### config.mk
export PLATFORM = sky130hd
export DESIGN_NAME = nl_seq_scheduler
export DESIGN_NICKNAME = d
export VERILOG_FILES = /design/src/rtl/nl_seq_pkg.sv /design/src/rtl/nl_seq_gen.sv /design/src/rtl/nl_seq_scheduler.sv
export SDC_FILE = /design/constraint.sdc
export NUM_CORES = 1
export LEC_CHECK = 0
export ABC_AREA = 1
export CAP_MARGIN = 20
export CORE_ASPECT_RATIO = 0.7
export CORE_UTILIZATION = 57
export CTS_CLUSTER_SIZE = 30
export DETAILED_ROUTE_END_ITERATION = 12
export PLACE_DENSITY = 0.85
export SYNTH_ARGS = -nofsm -noshare
export SYNTH_HDL_FRONTEND = slang
export SYNTH_HIERARCHICAL = 1
export SYNTH_SLANG_ARGS = --single-unit
### constraint.sdc
create_clock -name clk -period 3.73 [get_ports clk]
set_input_delay 0.746 -clock clk [delete_from_list [all_inputs] [get_ports clk]]
set_output_delay 0.746 -clock clk [all_outputs]
set_load 0.1 [all_outputs]
### src/rtl/nl_seq_pkg.sv
// Shared definitions for the non-linear sequence scheduler: FSM states, command
// op codes and the 0->1->3->6->2->5->4->0 successor function.
package nl_seq_pkg;

  typedef logic [1:0] state_t;

  localparam state_t IDLE = 2'd0;
  localparam state_t RUN  = 2'd1;
  localparam state_t DONE = 2'd2;

  localparam logic [1:0] OP_NOP      = 2'b00;
  localparam logic [1:0] OP_RUN_N    = 2'b01;
  localparam logic [1:0] OP_RUN_CONT = 2'b10;
  localparam logic [1:0] OP_STOP     = 2'b11;

  function automatic logic [2:0] nl_seq_next(input logic [2:0] cur);
    logic [2:0] nxt;
    case (cur)
      3'd0:    nxt = 3'd1;
      3'd1:    nxt = 3'd3;
      3'd3:    nxt = 3'd6;
      3'd6:    nxt = 3'd2;
      3'd2:    nxt = 3'd5;
      3'd5:    nxt = 3'd4;
      default: nxt = 3'd0;  // 4, and the unreachable 7, both return to 0
    endcase
    return nxt;
  endfunction

endpackage

### src/rtl/nl_seq_gen.sv
// Enabled 3-bit sequence register; clr beats en, wrap pulses with the 4->0 step.
module nl_seq_gen (
  input  logic       clk,
  input  logic       reset,
  input  logic       en,
  input  logic       clr,
  output logic [2:0] seq_val,
  output logic       wrap
);
  import nl_seq_pkg::*;

  always_ff @(posedge clk or posedge reset) begin
    if (reset) begin
      seq_val <= 3'd0;
      wrap    <= 1'b0;
    end else begin
      wrap <= 1'b0;
      if (clr) begin
        seq_val <= 3'd0;
      end else if (en) begin
        seq_val <= nl_seq_next(seq_val);
        wrap    <= (seq_val == 3'd4);
      end
    end
  end

endmodule

### src/rtl/nl_seq_scheduler.sv
// Run controller for the non-linear sequence: command handshake, FSM, prescaler,
// step counter. Define NL_SEQ_SYNC_CLEAR_EN to add the synchronous seq_clr input.
module nl_seq_scheduler #(
  parameter int unsigned CNT_W      = 8,
  parameter int unsigned PRESCALE_W = 4
) (
  input  logic                  clk,
  input  logic                  reset,
  input  logic                  cmd_valid,
  output logic                  cmd_ready,
  input  logic [1:0]            cmd_op,
  input  logic [CNT_W-1:0]      cmd_steps,
  input  logic [PRESCALE_W-1:0] cmd_div,
`ifdef NL_SEQ_SYNC_CLEAR_EN
  input  logic                  seq_clr,
`endif
  output logic [2:0]            seq_val,
  output logic                  step_pulse,
  output logic                  seq_wrap,
  output logic                  busy,
  output logic                  done,
  output logic                  cmd_err,
  output logic [CNT_W-1:0]      steps_done
);
  import nl_seq_pkg::*;

  state_t                state_q, state_d;
  logic [PRESCALE_W-1:0] presc_q, presc_d;
  logic [PRESCALE_W-1:0] div_q, div_d;
  logic [CNT_W-1:0]      target_q, target_d;
  logic                  cont_q, cont_d;
  logic [CNT_W-1:0]      steps_q, steps_d;
  logic                  err_d;
  logic                  clr, accept, is_run, is_stop, reached, advance;

`ifdef NL_SEQ_SYNC_CLEAR_EN
  assign clr = seq_clr;
`else
  assign clr = 1'b0;
`endif

  assign cmd_ready  = (state_q != DONE);
  assign busy       = (state_q == RUN);
  assign done       = (state_q == DONE);
  assign steps_done = steps_q;

  assign accept  = cmd_valid && cmd_ready;
  assign is_run  = accept && ((cmd_op == OP_RUN_N) || (cmd_op == OP_RUN_CONT));
  assign is_stop = accept && (cmd_op == OP_STOP);
  // Target check uses the registered count, so DONE follows the final step by one edge.
  assign reached = !cont_q && (steps_q == target_q);
  assign advance = (state_q == RUN) && !is_stop && !reached && (presc_q == '0) && !clr;

  always_comb begin
    state_d  = state_q;
    presc_d  = presc_q;
    div_d    = div_q;
    target_d = target_q;
    cont_d   = cont_q;
    steps_d  = steps_q;
    err_d    = 1'b0;
    case (state_q)
      IDLE: begin
        if (is_run) begin
          steps_d  = '0;
          presc_d  = cmd_div;
          div_d    = cmd_div;
          target_d = cmd_steps;
          cont_d   = (cmd_op == OP_RUN_CONT);
          if ((cmd_op == OP_RUN_N) && (cmd_steps == '0)) begin
            state_d = DONE;
          end else begin
            state_d = RUN;
          end
        end
      end
      RUN: begin
        if (is_stop) begin
          state_d = DONE;
        end else begin
          err_d = is_run;
          if (reached) begin
            state_d = DONE;
          end else if (advance) begin
            steps_d = steps_q + 1'b1;
            presc_d = div_q;
          end else if (!clr && (presc_q != '0)) begin
            presc_d = presc_q - 1'b1;
          end
        end
      end
      DONE:    state_d = IDLE;
      default: state_d = IDLE;
    endcase
    if (clr) begin
      steps_d = '0;
    end
  end

  always_ff @(posedge clk or posedge reset) begin
    if (reset) begin
      state_q    <= IDLE;
      presc_q    <= '0;
      div_q      <= '0;
      target_q   <= '0;
      cont_q     <= 1'b0;
      steps_q    <= '0;
      step_pulse <= 1'b0;
      cmd_err    <= 1'b0;
    end else begin
      state_q    <= state_d;
      presc_q    <= presc_d;
      div_q      <= div_d;
      target_q   <= target_d;
      cont_q     <= cont_d;
      steps_q    <= steps_d;
      step_pulse <= advance;
      cmd_err    <= err_d;
    end
  end

  nl_seq_gen u_gen (
    .clk     (clk),
    .reset   (reset),
    .en      (advance),
    .clr     (clr),
    .seq_val (seq_val),
    .wrap    (seq_wrap)
  );

endmodule

==> summary.md, run 1 <==
| Metric | Value |
|---|---|
| # setup viols final | `0` |
| Pint | `927.2 uW` |
| # resized after CTS | `0` |
| Mapped Cells | `244` |
| Clock slew at reported path FFs | `0.06 ns` |
| Final TNS setup | `0 ns` |
| Arrival @ worst endpoint | `2.03 ns` |
| Delay-heaviest family, CP | `buffers and inverters` |
| Design area | `0.002430 mm2` |
| Comb power frac | `53.2%` |
| Crit path largest cell delay | `1.16 ns` |
| Cts hold-fix bufs | `0` |
| Gpl congestion | `0.8862` |
| Synth unique cells | `36` |
| Startpoint types | `flop` |
| Final nets | `307` |
| Pwr/cell area | `761.5 mW/mm2` |
| Place WS | `0.9762 ns` |
| Ys flop type | `dfrtp_1` |
| CTS H-tree lvls | `2` |
| Synthesized area per cell | `8.010 um2` |
| Max Cap Violations | `0` |
| CTS tree | `yes` |
| Setup Skew | `0.002205 ns` |
| All-Layer GR Usage | `24.79%` |
| # IOs | `34` |
| CP bufs+invs | `1` |
| Drt total wl | `3.837 mm` |
| DP HPWL | `2.928 mm` |
| Largest family of logic cells by synthesized area | `simple AND/OR/NAND/NOR gates` |
| PortBufs | `33` |
| Final Cycle Share | `74.47%` |
| Complex-gate fraction of the synthesized area | `11.59%` |
| Slew Viols, Final | `0` |
| Total CTS buffers | `5` |
| Initial antenna violation count | `0` |
| Largest net degree at the start of global routing | `30` |
| Switching pwr | `923.2 uW` |
| Critical path cell sequence | `nor2_1 > clkdlybuf4s50_1` |
| DRT iter0 DRCs | `150` |
| Worst setup margin | `0.9522 ns` |
| Via/cell ratio | `5.073` |
| EDFF count, synth | `0` |
| Multiplexer share of the synthesized area | `0.5762%` |
| Async SR Flop Fraction | `100.0%` |
| Layout cell share with drive strength beyond 1 | `14.79%` |
| Worst skew pair latency | `0.28 ns` |
| Die ar. | `0.003671 mm2` |
| Final min period | `2.778 ns` |
| Area grow syn2layout | `24.33%` |
| Ant. Diodes | `0` |
| Vias in the first global route | `1553` |
| Synth Area in Simple Gates | `28.49%` |
| Global Route met1 Usage | `35.32%` |
| Die Span X | `71.99 um` |
| Global routing usage on met3 | `5.720%` |
| Synth Area in Adders | `3.841%` |
| Mapped Area | `0.001954 mm2` |
| Peak supply drop | `0.0005266 V` |
| Via count | `1679` |
| Global route total overflow | `0` |
| Wire length per cell | `11.59 um` |
| Router iterations before antenna repair | `4` |
| Pleak | `0.001163 uW` |
| Reg power frac | `32.4%` |
| Met2 GRT Util | `38.52%` |
| Required @ worst endpoint | `2.98 ns` |
| Synth Area in XOR/XNOR | `1.793%` |
| Switch share | `49.89%` |
| Sequential element share of the synthesized area | `42.25%` |
| Final Hold Viols | `0` |
| Flops & latches, synth | `33` |
| Antenna viol nets, final | `0` |
| Worst hold path type | `flop to flop` |
| Clk sinks | `33` |
| Clk root buf | `clkbuf_8` |
| Post-CTS Setup Inserts | `0` |
| Yosys warns | `6` |
| Filler cells | `268` |
| Crit Path Class | `flop to output pin` |
| Clock Power Share | `14.4%` |
| Max clock buf depth | `2` |
| # rows | `17` |
| RSZ-0062 raised after global routing | `false` |
| Grt peak-use layer | `met2` |
| Die height | `50.99 um` |
| Total chip power | `1850 uW` |
| Core ar. | `0.003212 mm2` |
| Crit path max fanout | `4` |
| Placed cell area | `0.002323 mm2` |
| Worst-Margin Slew | `0.9682 ns` |
| Relative slew slack | `35.25%` |
| Fmax | `0.3600 GHz` |
| Residual DRC | `0` |
| Crit-path slowest cell | `clkdlybuf4s50_1` |
| Worst setup EP type | `output pin` |
| First-pass GRT wire length | `6.934 mm` |
| Status | `finished, final reports clean` |
| Initial core utilization | `60.85%` |
[cells in the mapped netlist, types with 2 or more instances]
cell      count  area share [%]
nand4_2       3             1.9
o21ai_2       5             2.2
nor2_1       26             5.0
clkbuf_1      2            0.38
nand4_1       6             1.9
dfrtp_1      33              42
xnor2_1       2            0.90
nand3_1      13             3.3
xor2_1        2            0.90
nand3_4       2             1.8
a21oi_1       8             2.0
o21ai_0      16             4.1
nand3_2       2             1.0
inv_1        37             7.1
ha_1          6             3.8
nand2_1      49             9.4
nor3_1        3            0.77
nor2_4        2             1.2
inv_2        10             1.9
[state kept, by name, summed over array words and instances (netlist names)]
signal and count:
steps_done 8, target_q 8, div_q 4, presc_q 4
u_gen/seq_val 3, state_q 2, cmd_err 1, cont_q 1
step_pulse 1, u_gen/wrap 1
[tightest hold or removal path, delay by kind of cell (launching register included)]
| kind | cells | cell delay (ns) |
|---|---|---|
| flip-flops | 1 | 0.35 |
| AO/OA/AOI/OAI | 1 | 0.05 |
| AND/OR/NAND/NOR | 1 | 0.05 |
[worst paths after layout]
path                                             start                       to  slack, ns  cells past startpoint
worst min-delay path              div_q[3]$_DFFE_PP0P_     div_q[3]$_DFFE_PP0P_       0.49                      2
worst min register to register    div_q[3]$_DFFE_PP0P_     div_q[3]$_DFFE_PP0P_       0.49                      2
max in group asynchronous                        reset  target_q[7]$_DFFE_PP0P_       2.63                      3
worst max-delay path            state_q[0]$_DFFE_PP0P_                     done       0.95                      2
min in group asynchronous                        reset     u_gen/wrap$_DFF_PP0_       0.67                      2
worst max register to register  presc_q[0]$_DFFE_PP0P_     u_gen/wrap$_DFF_PP0_       1.92                      8
[layer usage]
layer  share of wire, %  vias up
li1                   -      850
met1                 51      771
met2                 42       52
met3                5.9        6
met4                1.0        0
met5                  0        -
[cell type report]
| class | instances | area, um2 | area share (%) |
|---|---|---|---|
| timing repair buffer | 36 | 362.8 | 14.93 |
| inverter | 48 | 180.2 | 7.415 |
| tap | 47 | 58.81 | 2.420 |
| sequential | 33 | 825.8 | 33.99 |
| clock buffer | 7 | 86.33 | 3.553 |
| multi-input combinational | 160 | 915.9 | 37.69 |
[power by group through the flow]
stage               combinational, uW  sequential, uW  clock (uW)
CTS                               988             598         272
detailed placement                986             602           0
global placement                  966             601           0
finish                            984             600         266
floorplan                         604             778           0
global route                     1080             620         282
[kinds of logic after synthesis]
family | Yosys count
AND/OR/NAND/NOR | 111
buffers and inverters | 53
AO/OA/AOI/OAI | 35
flip-flops | 33
adder cells (fa/ha/maj) | 6
XOR/XNOR | 4
other | 1
multiplexers | 1
[stage by stage]
| step | hold slack [ns] | instances | utilization (%) |
|---|---|---|---|
| global placement | 0.4670 | 323 | 72.34 |
| floorplan | 0.4530 | 246 | - |
| finish | 0.4933 | 331 | 75.65 |
| detailed placement | 0.4736 | 323 | 72.34 |
| global route | 0.5026 | 331 | 75.65 |
| CTS | 0.4939 | 330 | 75.03 |
[cells in the final DEF, fill, tap and decap left out, types with 2 or more instances in the layout]
master | Yosys | final
nand3_4 | 2 | 2
nand3_2 | 2 | 2
clkdlybuf4s50_1 | 0 | 32
xnor2_1 | 2 | 2
buf_4 | 1 | 3
nand4_2 | 3 | 3
nand4_1 | 6 | 6
conb_1 | 1 | 3
a21oi_1 | 8 | 8
o21ai_0 | 16 | 16
nor2_4 | 2 | 2
inv_1 | 37 | 37
xor2_1 | 2 | 2
o21ai_2 | 5 | 5
nand2_1 | 49 | 49
dfrtp_1 | 33 | 33
nor2_1 | 26 | 26
nor3_1 | 3 | 3
nand3_1 | 13 | 13
ha_1 | 6 | 6
clkbuf_8 | 0 | 6
inv_2 | 10 | 10
No activity file was read; power rests on OpenSTA's default activity.
==> run 2, diff against run 1 <==
CORE_UTILIZATION = 52   (was 57)
PLACE_DENSITY = 0.79   (was 0.85)
clock period = 2.7 ns   (was 3.73 ns; I/O delays follow)
==> summary.md, run 2 (synthesis gave the netlist of run 1 again) <==
| Metric | Value |
|---|---|
| First-pass GRT wire length | `6.603 mm (-4.8%)` |
| Commonest non-fill, non-tap cell in the layout | `nand2_1` |
| Worst hold path type | `input port to asynchronous set/reset pin` |
| Worst skew pair latency | `0.28 ns (about the same)` |
| Cts hold-fix bufs | `0 (unchanged)` |
| Multi-input logic area | `918.4 um2 (+0.27%)` |
| Initial core utilization | `54.92% (-5.9 points)` |
| Core ar. | `0.003558 mm2 (+11%)` |
| Residual DRC | `0 (unchanged)` |
| Via count | `1673 (-0.36%)` |
| # resized after CTS | `0 (unchanged)` |
| Clk sinks | `33 (unchanged)` |
| Die height | `53.29 um (+4.5%)` |
| Pleak | `0.001196 uW (+2.8%)` |
| Clk root buf | `clkbuf_8` |
| Final Hold Viols | `0 (unchanged)` |
| Max clock buf depth | `2 (unchanged)` |
| CTS tree | `yes` |
| Setup Skew | `0.003403 ns (+0.001197 ns)` |
| Peak supply drop | `0.0006778 V (+29%)` |
| RSZ-0062 raised after global routing | `false` |
| Ant. Diodes | `0 (unchanged)` |
| Arrival @ worst endpoint | `2.38 ns (+0.35 ns)` |
| Largest net degree at the start of global routing | `30 (unchanged)` |
| Die ar. | `0.004011 mm2 (+9.3%)` |
| Vias in the first global route | `1452 (-6.5%)` |
| Drt total wl | `3.927 mm (+2.3%)` |
| Required @ worst endpoint | `2.90 ns (-0.08 ns)` |
| Crit Path Class | `input port to flop` |
| Gpl congestion | `0.8209 (-7.4%)` |
| Initial antenna violation count | `0 (unchanged)` |
| Router iterations before antenna repair | `4 (unchanged)` |
| Area grow syn2layout | `22.98%` |
| Pwr/cell area | `1073 mW/mm2 (+41%)` |
| Slew Viols, Final | `0 (unchanged)` |
| Crit path largest cell delay | `0.50 ns (-0.66 ns)` |
| Wire length per cell | `11.72 um (+1.1%)` |
| Layout cell share with drive strength beyond 1 | `21.05% (+6.3 points)` |
| Comb power frac | `53.4% (+0.2 points)` |
| Final nets | `308 (+0.33%)` |
| Delay-heaviest family, CP | `simple AND/OR/NAND/NOR gates` |
| Die Span X | `75.28 um (+4.6%)` |
| Post-CTS Setup Inserts | `0 (unchanged)` |
| Max Cap Violations | `0 (unchanged)` |
| All-Layer GR Usage | `22.85% (-1.9 points)` |
| Worst setup EP type | `flop` |
| Startpoint types | `input port` |
| Global route total overflow | `0 (unchanged)` |
| Clock slew at reported path FFs | `0.07 ns (about the same)` |
| Reg power frac | `32.0% (-0.4 points)` |
| PortBufs | `33 (unchanged)` |
| Placed cell area | `0.002317 mm2 (-0.27%)` |
| Fmax | `0.4583 GHz` |
| CTS H-tree lvls | `2 (unchanged)` |
| Crit path max fanout | `11 (+7)` |
| # setup viols final | `0 (unchanged)` |
| DP HPWL | `2.929 mm (about the same)` |
| Antenna viol nets, final | `0 (unchanged)` |
| Total CTS buffers | `5 (unchanged)` |
| DRT iter0 DRCs | `78 (-48%)` |
| CP bufs+invs | `2 (+1)` |
| Final TNS setup | `0 ns (unchanged)` |
| Most frequent cells in the layout | `nand2_1, inv_1, dfrtp_1, nor2_1, buf_4` |
| Crit-path slowest cell | `clkdlybuf4s50_1` |
| Status | `finished, final reports clean` |
| Clock Power Share | `14.5% (about the same)` |
| Switching pwr | `1291 uW (+40%)` |
| # IOs | `34 (unchanged)` |
| Seq. cell area | `825.8 um2 (unchanged)` |
| Via/cell ratio | `4.994 (-1.5%)` |
| Critical path cell sequence | `clkdlybuf4s50_1 > inv_1 > ha_1 > nor2_1 > nand2_1 > nand2_4 > nand3_1 > a21oi_1` |
| Design area | `0.002404 mm2 (-1.1%)` |
| # rows | `18 (+1)` |
| Switch share | `50.04% (+0.15 points)` |
| Filler cells | `321 (+20%)` |
| Pint | `1288 uW (+39%)` |
| Final min period | `2.182 ns` |
| Final Cycle Share | `80.82%` |
## run 2: changes by cell type in the layout (fill, tap and decap cells not counted), sizes merged
cell           before  now
clkdlybuf4s50      32   16
buf                 4   21
## run 2: routing by layer
layer | vias up | GRT usage, % | share of wire (%)
li1 | 845 | - | -
met1 | 779 | 31.32 | 51
met2 | 44 | 35.29 | 43
met3 | 5 | 5.714 | 4.9
met4 | 0 | 7.407 | 1.1
met5 | - | 0 | 0
## run 2: final cells by class
type | count | share of cell area (%)
Multi-Input combinational cell | 160 | 38.21
Sequential cell | 33 | 34.36
Timing Repair Buffer | 37 | 13.74
Inverter | 48 | 7.496
Clock buffer | 7 | 3.592
Tap cell | 50 | 2.603
## run 2: through the flow
| step | worst slack [ns] | utilization [%] | hold WS (ns) | total power, uW | instances |
|---|---|---|---|---|---|
| 2_1_floorplan | 0.2054 | - | 0.3061 | 1912 | 246 |
| 3_3_place_gp | 0.3331 | 65.12 | 0.4675 | 2190 | 328 |
| 3_5_place_dp | 0.2462 | 65.12 | 0.4755 | 2211 | 328 |
| 4_1_cts | 0.5298 | 67.55 | 0.4652 | 2590 | 335 |
| 5_1_grt | 0.4018 | 67.55 | 0.4879 | 2760 | 335 |
| 6_report | 0.5180 | 67.55 | 0.4634 | 2579 | 335 |
## run 2: power groups by stage
| stage | clock (uW) | sequential (uW) | combinational, uW |
|---|---|---|---|
| after floorplan | 0 | 1080 | 837 |
| final | 375 | 826 | 1380 |
| after global routing | 400 | 855 | 1510 |
| after global placement | 0 | 828 | 1360 |
| after detailed placement | 0 | 831 | 1380 |
| after CTS | 380 | 825 | 1380 |
## run 2: final timing paths
kind / cells past startpoint / slack, ns / end / startpoint
worst min-delay path: 2 / 0.46 / u_gen/seq_val[0]$_DFFE_PP0P_ / reset
worst min register to register: 2 / 0.49 / div_q[1]$_DFFE_PP0P_ / div_q[1]$_DFFE_PP0P_
max in group asynchronous: 3 / 1.76 / cont_q$_DFFE_PP0P_ / reset
min in group clk: 2 / 0.49 / div_q[1]$_DFFE_PP0P_ / div_q[1]$_DFFE_PP0P_
worst max-delay path: 8 / 0.52 / steps_done[5]$_DFFE_PP0P_ / cmd_op[0]
worst max register to register: 9 / 0.88 / u_gen/seq_val[2]$_DFFE_PP0P_ / presc_q[0]$_DFFE_PP0P_
## run 2: worst reg2reg max path: stages, from the launching register on
cell and delay, ns:
dfrtp_1 0.41, inv_1 0.09, ha_1 0.14, nor3b_2 0.40, nand3_4 0.20, inv_1 0.21, inv_2 0.06, nor2_4 0.09
nand3_1 0.07, nand2_1 0.08
==> patch 1 (config.mk and constraints of run 1) <==
Register the output `cmd_err` once more, without a reset; this adds one clock of latency there. The other outputs are not delayed to match.
--- a/src/rtl/nl_seq_scheduler.sv
+++ b/src/rtl/nl_seq_scheduler.sv
@@ -24,4 +24,6 @@
 );
   import nl_seq_pkg::*;
+
+  logic cmd_err_s0;
 
   state_t                state_q, state_d;
@@ -107,5 +109,5 @@
       steps_q    <= '0;
       step_pulse <= 1'b0;
-      cmd_err    <= 1'b0;
+      cmd_err_s0 <= 1'b0;
     end else begin
       state_q    <= state_d;
@@ -116,5 +118,5 @@
       steps_q    <= steps_d;
       step_pulse <= advance;
-      cmd_err    <= err_d;
+      cmd_err_s0 <= err_d;
     end
   end
@@ -129,4 +131,8 @@
   );
 
+  always_ff @(posedge clk) begin
+    cmd_err <= cmd_err_s0;
+  end
+
 endmodule
 
Function: changed (a bounded check fails within 4 cycles, from zero or initial values and one cycle with reset high).
==> patch 1 against run 1 <==
Synthesized cell count up 0.41%. Die area up 0.99%. Routed wire length up 9.4%. First-iteration DRC count up 7.3%. Sequential cell count up 1. Final area up 2.0%. Fmax about the same. Non-clock buffer count unchanged. Core utilization up 0.97 points. Area after synthesis up 1.0%. Global-route usage up 1.5 points. Cell count up 0.60%. Power up 4.9%. Setup slack better by 0.0023 ns.
==> patch 1: results (changes against run 1) <==
Routing
  – DR pass1 iterations: 5 (+1)
  – Initial drt markers: 161 (+7.3%)
  – Final WL: 4200 µm (+9.4%)
  – WL met3: 221 µm (-2.6%)
  – Met1 WL: 2040 µm (+5.3%)
  – Metal2 WL: 1920 µm (+18%)

Power
  – Peak supply drop: 0.512 mV (-2.7%)
  – Net switching power: 945 µW (+2.4%)
  – P_clk: 331 µW (+24%)
  – Lkg Pwr: 1.18 nW (+1.7%)
  – Sequential logic power: 614 µW (+2%)
  – Clk pwr share: 17.0% (+2.6 points)

Global routing
  – Met2 GRT Util: 43.3% (+4.8 points)
  – Pin count of the biggest net entering global routing: 31 (+3.3%)
  – Met1 Use GR: 36.1% (+0.73 points)
  – Via count of the first global-routing pass: 1,595 (+2.7%)
  – First-pass GRT wire length: 7330 µm (+5.8%)

STA
  – Final worst slack: 0.954 ns (+0.00228 ns)
  – Hold Slack: 0.369 ns (-0.124 ns)
  – Worst-margin pin slew: 0.973 ns (+0.00498 ns)
  – Clock skew: 0.00598 ns (+0.00378 ns)

Hold path
  – Hold path depth: 0 (-2)
  – Hold path startpoint: cmd_err_s0
  – Worst Hold Path EP: cmd_err

Yosys
  – Netlist cell types: 37 (+2.8%)
  – Ranking of synthesized cells by area: dfrtp_1 42%, nand2_1 9.3%, inv_1 7.0%
  – Synthesized area per cell: 8.06 µm² (+0.61%)
  – Sequential fraction of the synthesis area: 42.8% (+0.59 points)

Final layout
  – Fin nets: 308 (+0.33%)
  – Fillcell total: 249 (-7.1%)

Placed design
  – Dpl ws: 1.13 ns (+0.151 ns)
  – Dpl cell area: 0.00237 mm² (+2.0%)
  – GPL Wtd Cong: 0.855 (-3.5%)

Run status
  – Status: complete, no violations
-- patch 1: changes by cell type after synthesis --
cell	before	now
dfxtp_1	0	1
-- patch 1: final cells by class --
| type | count | area share, % |
|---|---|---|
| repair buffers | 36 | 14.9 |
| flip-flops and latches | 34 | 34.1 |
| clock buffers | 7 | 3.08 |
| multi-input cells | 160 | 37.0 |
| well taps | 47 | 2.37 |
| inverters | 48 | 7.27 |
| clock inverters | 1 | 1.21 |
-- patch 1: kinds of logic (layout without fill, tap and decap cells) --
logic type               count (synthesis)  after routing  share of synthesized area, %
AND/OR/NAND/NOR                        111            111                          28.2
buffers and inverters                   53             92                          11.2
AO/OA/AOI/OAI                           35             35                          11.5
flip-flops                              34             34                          42.8
adder cells (fa/ha/maj)                  6              6                          3.80
XOR/XNOR                                 4              4                          1.77
other                                    1              3                         0.190
multiplexers                             1              1                         0.570
==> patch 2 (config.mk and constraints of run 1) <==
Made on the original files. `CNT_W`: 8 -> 6.
--- a/src/rtl/nl_seq_scheduler.sv
+++ b/src/rtl/nl_seq_scheduler.sv
@@ -2,5 +2,5 @@
 // step counter. Define NL_SEQ_SYNC_CLEAR_EN to add the synchronous seq_clr input.
 module nl_seq_scheduler #(
-  parameter int unsigned CNT_W      = 8,
+  parameter int unsigned CNT_W      = 6,
   parameter int unsigned PRESCALE_W = 4
 ) (
Interface: changed (resized cmd_steps and steps_done); port bits go from 34 to 30. The function was not compared with the original's and may differ.
==> patch 2 against run 1 <==
Setup slack worse by 0.021 ns. Synthesized cell count down 11%. Cell count shrank 13%. Routed wire length decreased by 5.3%. Highest routed layer unchanged. Combinational power decreased by 7.8%. Via count shrank 9.4%. Power fell by 8.5%. Final area fell by 15%. Sequential cell count down 4. Area after synthesis down 15%. Largest cell class unchanged. First-iteration DRC count down 6.7%.
==> patch 2: results (changes against run 1) <==
Setup path
  – Reg2reg path depth: 9 (+1)
  – Reg-to-reg endpoint: u_gen/seq_val[1]
  – Critical path arrival: 2.05 ns (+0.02 ns)

Routing
  – Metal2 WL: 1560 µm (-4.0%)
  – Drt via density: 5.26 (+3.8%)
  – Initial drt markers: 140 (-6.7%)
  – Met1 WL: 1840 µm (-5.4%)
  – DR pass1 iterations: 5 (+1)
  – Final WL: 3630 µm (-5.3%)
  – WL met3: 194 µm (-15%)

Yosys
  – Synth top cells by count: 52 x nand2_1, 29 x dfrtp_1, 29 x inv_1
  – Sequential fraction of the synthesis area: 43.6% (+1.3 points)
  – Netlist cell types: 27 (-25%)

Final layout
  – Fin nets: 275 (-10%)
  – Layout cell share with drive strength beyond 1: 12.2% (-2.6 points)

STA
  – Clock skew: 0.00574 ns (+0.00353 ns)
  – Max_slew headroom: 34.8% (-0.43 points)

Clock network
  – Postcts setup bufs: 0 (unchanged)

Placed design
  – GPL Wtd Cong: 0.837 (-5.5%)
  – PortBufs: 29 (-12%)
  – Dpl ws: 1.10 ns (+0.119 ns)

Global routing
  – Met2 GRT Util: 38.2% (-0.34 points)
  – Pin count of the biggest net entering global routing: 26 (-13%)
  – GR met3 Demand/Resource: 8.25% (+2.5 points)
  – Gr usage total: 26.7% (+1.9 points)
  – First-pass GRT wire length: 5730 µm (-17%)

Power
  – Peak supply drop: 0.553 mV (+5.0%)
  – Lkg Pwr: 1.04 nW (-11%)
  – Net switching power: 872 µW (-5.6%)

Run status
  – Status: complete, no violations

Hold path
  – Worst Hold Path EP: cont_q
patch 2: area by class of cell:
cell class	instances	area [µm²]	share of cell area [%]
timing repair buffer	29	288	13.9
clock buffer	6	72.6	3.50
sequential	29	726	35.0
tap	34	42.5	2.05
clock inverter	2	10.0	0.482
multi-input combinational	149	787	37.9
inverter	40	150	7.23
patch 2: metrics by stage:
stage	cells	power [mW]	hold slack (ns)	instance area (µm²)
2_1_floorplan	220	1.24	0.450	1670
6_report	289	1.69	0.502	2080
3_3_place_gp	281	1.42	0.469	1990
5_1_grt	289	1.80	0.526	2080
4_1_cts	289	1.70	0.502	2080
3_5_place_dp	281	1.45	0.486	1990
patch 2: worst max-delay path: stages, from the launching register on:
cell and delay (ns):
dfrtp_1 0.42, inv_2 0.06, nor2_1 0.13, clkdlybuf4s50_1 1.16
patch 2: logic make-up (layout without fill, tap and decap cells):
family	after synthesis	after routing	synth area share, %
adder cells (fa/ha/maj)	6	6	4.51
AO/OA/AOI/OAI	27	27	9.17
flip-flops	29	29	43.6
AND/OR/NAND/NOR	111	111	31.9
other	1	3	0.225
buffers and inverters	42	77	9.62
XOR/XNOR	2	2	1.05
patch 2: worst max-delay path by stage:
stage                          start    endpoint  slack, ns
after floorplan           state_q[0]   cmd_ready       0.35
after global placement     cmd_op[0]  presc_q[2]       1.18
after detailed placement   cmd_op[0]  presc_q[2]       1.10
after CTS                 state_q[1]        done       0.93
after global routing      state_q[1]        done       0.86
final                     state_q[1]        done       0.93
patch 2: power groups by stage:
stage / Clock, mW / Sequential [mW] / Combinational (mW)
finish: 0.246 / 0.541 / 0.907
global placement: 0 / 0.540 / 0.882
detailed placement: 0 / 0.541 / 0.906
floorplan: 0 / 0.702 / 0.539
CTS: 0.250 / 0.536 / 0.909
global route: 0.262 / 0.553 / 0.988
